### config.mk
export PLATFORM = sky130hd
export DESIGN_NAME = cpu_step_ctrl
export DESIGN_NICKNAME = d
export VERILOG_FILES = /design/src/rtl/cpu_step_ctrl.sv
export SDC_FILE = /design/constraint.sdc
export NUM_CORES = 1
export LEC_CHECK = 0
export CORE_AREA = 3 3 58 60
export CTS_CLUSTER_SIZE = 10
export DETAILED_ROUTE_END_ITERATION = 7
export DIE_AREA = 0 0 61 63
export PLACE_DENSITY = 0.77
export SKIP_LAST_GASP = 1
export SLEW_MARGIN = 20
export SYNTH_ARGS = -nofsm -noshare
export SYNTH_HDL_FRONTEND = slang
export SYNTH_SLANG_ARGS = --single-unit
### constraint.sdc
create_clock -name in -period 3.4 [get_ports in]
set_input_delay 0.34 -clock in [delete_from_list [all_inputs] [get_ports in]]
set_output_delay 0.34 -clock in [all_outputs]
set_load 0.02 [all_outputs]
### src/rtl/cpu_step_ctrl.sv
// Clock-enable generator for the single-cycle core: periodic strobe in run mode, one strobe per debounced press in step mode.
// Optional debounce stage is compiled in with `define CPU_STEP_DEBOUNCE_EN; otherwise the synchronized button feeds the FSM directly.
module cpu_step_ctrl #(
    parameter int DIV       = 4,
    parameter int DB_CYCLES = 16
) (
    input  logic        in,
    input  logic        rst,
    input  logic        sel,
    input  logic        step,
    output logic        ce,
    output logic        busy,
    output logic [15:0] tick_cnt
);

    localparam logic [1:0] RUN     = 2'd0;
    localparam logic [1:0] S_IDLE  = 2'd1;
    localparam logic [1:0] S_PULSE = 2'd2;
    localparam logic [1:0] S_WAIT  = 2'd3;

    localparam logic [15:0] DIV_LAST = 16'(DIV - 1);

    if (DIV < 1 || DIV > 65535) begin : g_bad_div
        $error("cpu_step_ctrl: DIV out of range 1..65535");
    end
    if (DB_CYCLES < 1 || DB_CYCLES > 65535) begin : g_bad_db
        $error("cpu_step_ctrl: DB_CYCLES out of range 1..65535");
    end

    logic        step_m;
    logic        step_s;
    logic        sel_q;
    logic        step_db;
    logic        step_db_d;
    logic        step_rise;
    logic [1:0]  state;
    logic [1:0]  state_nxt;
    logic [15:0] cnt;

    always_ff @(posedge in) begin
        if (rst) begin
            step_m <= 1'b0;
            step_s <= 1'b0;
            sel_q  <= 1'b0;
        end else begin
            step_m <= step;
            step_s <= step_m;
            sel_q  <= sel;
        end
    end

`ifdef CPU_STEP_DEBOUNCE_EN
    localparam logic [15:0] DB_LAST = 16'(DB_CYCLES - 1);

    logic [15:0] db_cnt;

    // step_db only moves after step_s has disagreed with it for DB_CYCLES straight cycles
    always_ff @(posedge in) begin
        if (rst) begin
            step_db <= 1'b0;
            db_cnt  <= 16'd0;
        end else if (step_s == step_db) begin
            db_cnt  <= 16'd0;
        end else if (db_cnt == DB_LAST) begin
            step_db <= step_s;
            db_cnt  <= 16'd0;
        end else begin
            db_cnt  <= db_cnt + 16'd1;
        end
    end
`else
    assign step_db = step_s;
`endif

    always_ff @(posedge in) begin
        if (rst) begin
            step_db_d <= 1'b0;
        end else begin
            step_db_d <= step_db;
        end
    end

    assign step_rise = step_db & ~step_db_d;

    // mode change is checked before step_rise so a coincident press is dropped
    always_comb begin
        state_nxt = state;
        case (state)
            RUN: begin
                if (sel_q) state_nxt = S_IDLE;
            end
            S_IDLE: begin
                if (!sel_q)         state_nxt = RUN;
                else if (step_rise) state_nxt = S_PULSE;
            end
            S_PULSE: begin
                state_nxt = S_WAIT;
            end
            S_WAIT: begin
                if (!sel_q)       state_nxt = RUN;
                else if (!step_db) state_nxt = S_IDLE;
            end
            default: begin
                state_nxt = RUN;
            end
        endcase
    end

    always_ff @(posedge in) begin
        if (rst) begin
            state    <= RUN;
            cnt      <= 16'd0;
            ce       <= 1'b0;
            busy     <= 1'b0;
            tick_cnt <= 16'd0;
        end else begin
            state <= state_nxt;
            // divider rests at zero outside RUN so every entry starts a fresh period
            if (state != RUN || state_nxt != RUN || cnt == DIV_LAST) begin
                cnt <= 16'd0;
            end else begin
                cnt <= cnt + 16'd1;
            end
            ce       <= (state == S_PULSE) || (state == RUN && cnt == DIV_LAST);
            busy     <= (state_nxt == S_PULSE) || (state_nxt == S_WAIT);
            tick_cnt <= tick_cnt + {15'd0, ce};
        end
    end

endmodule
==> results.md, run 1 <==
- Status: completed
- Required @ worst endpoint: ~3.1 ns
- Synth area leaders: dfxtp_1 (48%), xnor2_1 (7.0%), nor2_1 (6.0%), xor2_1 (6.0%), nand4_1 (3.5%)
- Synthesized flop and latch total: 39
- Largest net degree at the start of global routing: 25
- Synth Instances: between 150 and 200
- Number of global-route vias before repair: between 1000 and 1500
- Met3 WL: about 140 µm
- Fin crit share: approximately 54%
- Die area: a little under 4000 µm²
- Post-synth net total: around 190
- Ys flop type: dfxtp_1
- Final hold vios: 0
- Pwr Density: 451.9 nW/µm²
- Fillers: between 200 and 250
- Register-to-register setup slack: between 1.5 and 2 ns
- Slew HR: approximately two thirds
- # diodes: 0
- R2r endpoint: cnt[12]
- Crit path capture type: primary output
- Mapped Area: 1617 µm²
- Hold path start: cnt[0]
- Final slew viol count: 0
- Port Buffers: 21
- Row count: 20
- Setup TNS: 0 ns
- Post-synth top area cell: dfxtp_1
- Hpwl dp: about 2.2 mm
- Area fraction of the dominant cell type after synthesis: 48.30%
- TritonCTS clock tree: yes
- Antenna Violating Nets Remaining: 0
- DRT iter0 DRCs: 55
- # setup viols final: 0
- Worst path top cell family by delay: buffers and inverters
- Worst Reg-to-Reg Cells: 5
- Overall Global Routing Usage: a little under a fifth
- Reg-to-Reg Start: cnt[0]
- Final wirelength: 3.021 mm
- Data arrival, critical path: around 1.5 ns
- Worst IR Drop VDD: 0.3446 mV
- Number of enable flip-flop cells after synthesis: 0
- Fmax achieved: around 550 MHz
- Max-cap viol count: 0
- WP buf/inv: 1
- Vias: between 1000 and 1500
- Synth Warn #: 0
- Critical path class: register to primary output
- Root Driver: clkbuf_4
- Asr flop ratio synth: 0%
- Setup bufs post-CTS: 0
- Tmin final: approximately 1.8 ns
- Critical path's slowest cell: clkdlybuf4s50_1
- Io pins: 22
- Slowest cell delay on critical path: around 0.66 ns
- Initial Util: between 50% and 60%
- Pwr Total: 884.9 µW
- Routed wire per std cell: 12.80 µm
- Clock Skew: ~0.0072 ns
- Distinct cells, synth: 28
- First drt pass iteration count: 4
- Post-Place Cells: around 230
- Global-route wire length before repair: approximately 5.5 mm
- DRC: 0
- Htree depth: 2
- Worst path cell trace: clkdlybuf4s50_1
- Placer Congestion: 0.7824
- P_leak: 0.0006583 µW
- Core Area: about 3000 µm²
- Die height: approximately 63 µm
- WL met2: 1.480 mm
- Crit. Startpoint: tick_cnt[2]
- Skew-Pair Late Insertion Delay: between 0.3 and 0.4 ns
- TritonCTS sink count: 39
- Average cell area after synthesis: about 9.1 µm²
- Post-cts resize count: 0
- Met1 Wirelength: 1.333 mm
- Count leader, synth: dfxtp_1
- Maximum buffer depth of the clock tree: 2
- Reg clk slew, reported paths: between 0.1 and 0.15 ns
- Maximum fanout along the worst path: 8
- Via density: roughly 5.6
- Unrepaired setup endpoints after global routing: no
- Endpoint, Worst Hold: cnt[0]
- DR top layer: met4
- Die width: 61 µm
- Ratio of cells with drive above 1 in the final layout: between 6 and 7%
- Finished Layout Cells: between 200 and 250
- Initial antenna violation count: 0
- Nets: approximately 210
- Area Growth Syn to Fin: 21.13%
- CTS buffer count: 5
- Commonest cells in the synthesized netlist: dfxtp_1 (39), nor2_1 (26), xnor2_1 (13), nand2_1 (11), xor2_1 (11)
- Hold bufs inserted after CTS: 0
- Hold depth: 1
- Hold crit path type: register to register
- Sequential area share after synthesis: between 40 and 50%
- Startpoint Class: register
- Gr ovfl total: 0
- Tightest Pin Transition: just under 0.5 ns
## layout make-up
type / count / area (µm²) / share of cell area [%]
Multi-Input combinational cell: 132 / 805.8 / 41.15
Inverter: 2 / 7.507 / 0.3834
Clock buffer: 5 / 37.54 / 1.917
Sequential cell: 39 / 780.7 / 39.87
Clock inverter: 3 / 67.56 / 3.450
Tap cell: 33 / 41.29 / 2.109
Timing Repair Buffer: 22 / 217.7 / 11.12
## per-stage QoR
step | utilization [%] | area (µm²) | setup WS, ns | hold WS [ns]
after floorplan | - | 1617 | 1.695 | 0.4116
after global placement | 62.23 | 1853 | 1.591 | 0.4241
after detailed placement | 62.23 | 1853 | 1.508 | 0.4327
after CTS | 65.76 | 1958 | 1.565 | 0.4494
after global routing | 65.76 | 1958 | 1.451 | 0.4789
final | 65.76 | 1958 | 1.576 | 0.4471
## cells by family (layout without fill, tap and decap cells)
kind of cell / after synthesis / count (layout) / synth area share, %
DFF: 39 / 39 / 48.30
adders and majority gates: 3 / 3 / 2.322
buffers and inverters: 7 / 32 / 1.858
AOI/OAI and AO/OA: 11 / 11 / 3.715
xor gates and xnor gates: 24 / 24 / 13.00
and+or+nand+nor: 94 / 94 / 30.81
## registers in the layout, indices dropped and copies added, names as in the netlist
register and count:
cnt 16, step_db 1, step_m 1, state 1, tick_cnt 16, ce 1, busy 1, sel_q 1
step_db_d 1
## per-layer routing
metal	global-route usage (%)	up-vias
met5	0	-
met4	7.588	0
met3	7.231	11
met2	28.88	30
met1	22.72	617
li1	-	667
## placed cells by master (no fill, tap or decap), drive strengths merged
master         count
and4               3
nor3               7
nor2b              8
and3               4
dfxtp             39
nor4               7
nor2              26
nand4             10
or2                1
a21oi              5
nand2             11
nor3b              1
nand3             11
inv                2
bufinv             2
xor2              11
or3                4
nor4b              1
o21ai              4
buf                1
xnor2             13
clkdlybuf4s50     21
ha                 3
clkinvlp           1
clkbuf             5
a211oi             2
## where the power goes
group | switching [µW] | internal [µW] | total, µW | leakage [µW]
combinational | 18.4 | 14.2 | 32.6 | 0.000291
sequential | 5.48 | 464 | 470 | 0.000316
clock | 154 | 229 | 383 | 0.0000514
total | 178 | 707 | 885 | 0.000658
## how the worst max path moves through the flow
stage	to	slack (ns)	depth (start not counted)
2_1_floorplan	tick_cnt[14]	1.69	6
3_3_place_gp	cnt[14]	1.59	5
3_5_place_dp	cnt[15]	1.51	5
4_1_cts	tick_cnt[2]	1.56	1
5_1_grt	cnt[2]	1.45	5
6_report	tick_cnt[2]	1.58	1
No activity file was read; power rests on OpenSTA's default activity.
==> inputs of run 2 (changes only) <==
- CORE_AREA: 3 3 58 60 -> 3 3 60 62
- DIE_AREA: 0 0 61 63 -> 0 0 63 65
- PLACE_DENSITY: 0.77 -> 0.73
- clock period: 3.4 -> 1.76 ns (I/O delays scaled with it)
==> results.md, run 2 (synthesized netlist as in run 1, its figures left out) <==
- Status: completed
- Tmin final: ~1.7 ns
- Via density: ~5.3
- Fillers: ~270
- Hold crit path type: input port to register
- DRC: 0
- Maximum fanout along the worst path: 8
- Multi-input combinational cell area: 812.0 µm²
- WP buf/inv: 1
- # setup viols final: 0
- Port Buffers: 21
- Reg clk slew, reported paths: between 0.1 and 0.15 ns
- Pwr Total: 1716 µW
- Placer Congestion: roughly 0.80
- Data arrival, critical path: about 1.5 ns
- Slowest cell delay on critical path: around 0.67 ns
- Tightest Pin Transition: around 0.34 ns
- Critical path's slowest cell: clkdlybuf4s50_1
- Hold bufs inserted after CTS: 0
- Initial Util: between 50% and 60%
- Initial antenna violation count: 0
- Startpoint Class: register
- Required @ worst endpoint: 1.58 ns
- Unrepaired setup endpoints after global routing: no
- Io pins: 22
- CTS buffer count: 5
- Area Growth Syn to Fin: 23.76%
- Number of global-route vias before repair: 1298
- P_leak: 0.0006738 µW
- Maximum buffer depth of the clock tree: 2
- Biggest regs: cnt: 16 flops, tick_cnt: 16 flops
- Final wirelength: ~3.2 mm
- Hpwl dp: 2.322 mm
- Fin crit share: between 90% and 100%
- Die area: 4095 µm²
- Final slew viol count: 0
- Setup TNS: 0 ns
- Row count: 20
- Pwr Density: between 800 and 900 nW/µm²
- Gr ovfl total: 0
- Ratio of cells with drive above 1 in the final layout: between 8 and 9%
- Clock Skew: just over 0.009 ns
- Commonest non-fill, non-tap cells in the layout: dfxtp_1 (39), nor2_1 (26), clkdlybuf4s50_1 (21)
- Worst IR Drop VDD: 0.5686 mV
- # diodes: 0
- Reg area: approximately 800 µm²
- Fmax achieved: ~600 MHz
- Max-cap viol count: 0
- Worst path cell trace: clkdlybuf4s50_1
- Skew-Pair Late Insertion Delay: 0.35 ns
- Overall Global Routing Usage: between 10% and 20%
- Htree depth: 2
- Die width: 63 µm
- Critical path class: register to primary output
- Commonest non-fill, non-tap cell in the layout: dfxtp_1
- First drt pass iteration count: 4
- DRT iter0 DRCs: 77
- Nets: between 200 and 250
- Routed wire per std cell: around 13 µm
- Slew HR: 77.26%
- Worst path top cell family by delay: buffers and inverters
- Largest net degree at the start of global routing: 24
- Root Driver: clkbuf_4
- Global-route wire length before repair: 5.540 mm
- Core Area: around 3100 µm²
- Final worst setup slack: between 0.07 and 0.08 ns
- Vias: 1331
- Die height: 65 µm
- Antenna Violating Nets Remaining: 0
- Crit path capture type: primary output
- TritonCTS sink count: 39
- Final hold vios: 0
- TritonCTS clock tree: yes
- DP Worst Slack: 0.1628 ns
==> run 2: changes by cell type in the layout (fill, tap and decap cells not counted), sizes merged <==
cell | previous run | this run
buf | 1 | 4
==> run 2: what timing repair did <==
item	4_1_cts	5_1_grt
setup buffers	0	0
endpoints found under the setup margin	0	1
gates resized for setup	0	1
endpoints found under the hold margin	0	0
==> run 2: final timing paths <==
| path | from | to | slack [ns] | cells past startpoint |
|---|---|---|---|---|
| setup reg to reg | cnt[0] | cnt[11] | 0.17 | 6 |
| hold reg to reg | cnt[0] | cnt[0] | 0.45 | 1 |
| hold / removal | sel | sel_q | 0.37 | 2 |
| setup / recovery | tick_cnt[2] | tick_cnt[2] | 0.07 | 1 |
==> run 2: layout make-up <==
class / count / area share [%]
multi-input cells: 132 / 40.59
flip-flops and latches: 39 / 39.02
repair buffers: 25 / 12.01
clock inverters: 3 / 3.377
well taps: 44 / 2.752
clock buffers: 5 / 1.876
inverters: 2 / 0.3752
==> run 2: report_power, final <==
part | internal, µW | leakage (µW) | total (µW) | switching, µW
combinational | 30.4 | 0.000307 | 67.2 | 36.8
clock | 441 | 0.0000514 | 741 | 300
sequential | 897 | 0.000316 | 908 | 10.9
==> run 2: metal layers <==
| layer | part of all wire (%) | vias to the layer above | global-route usage [%] |
|---|---|---|---|
| li1 | - | 671 | - |
| met1 | 47 | 620 | 19.89 |
| met2 | 45 | 28 | 28.19 |
| met3 | 4.4 | 12 | 4.679 |
| met4 | 3.6 | 0 | 11.85 |
| met5 | 0 | - | 0 |
==> run 2: metrics by stage <==
stage / instances / hold slack [ns] / util [%] / instance area (µm²)
5_1_grt: 250 / 0.3775 / 65.00 / 2001
2_1_floorplan: 178 / 0.2476 / - / 1617
3_5_place_dp: 242 / 0.4327 / 61.38 / 1889
4_1_cts: 250 / 0.3562 / 64.80 / 1994
3_3_place_gp: 242 / 0.4213 / 61.38 / 1889
6_report: 250 / 0.3717 / 65.00 / 2001
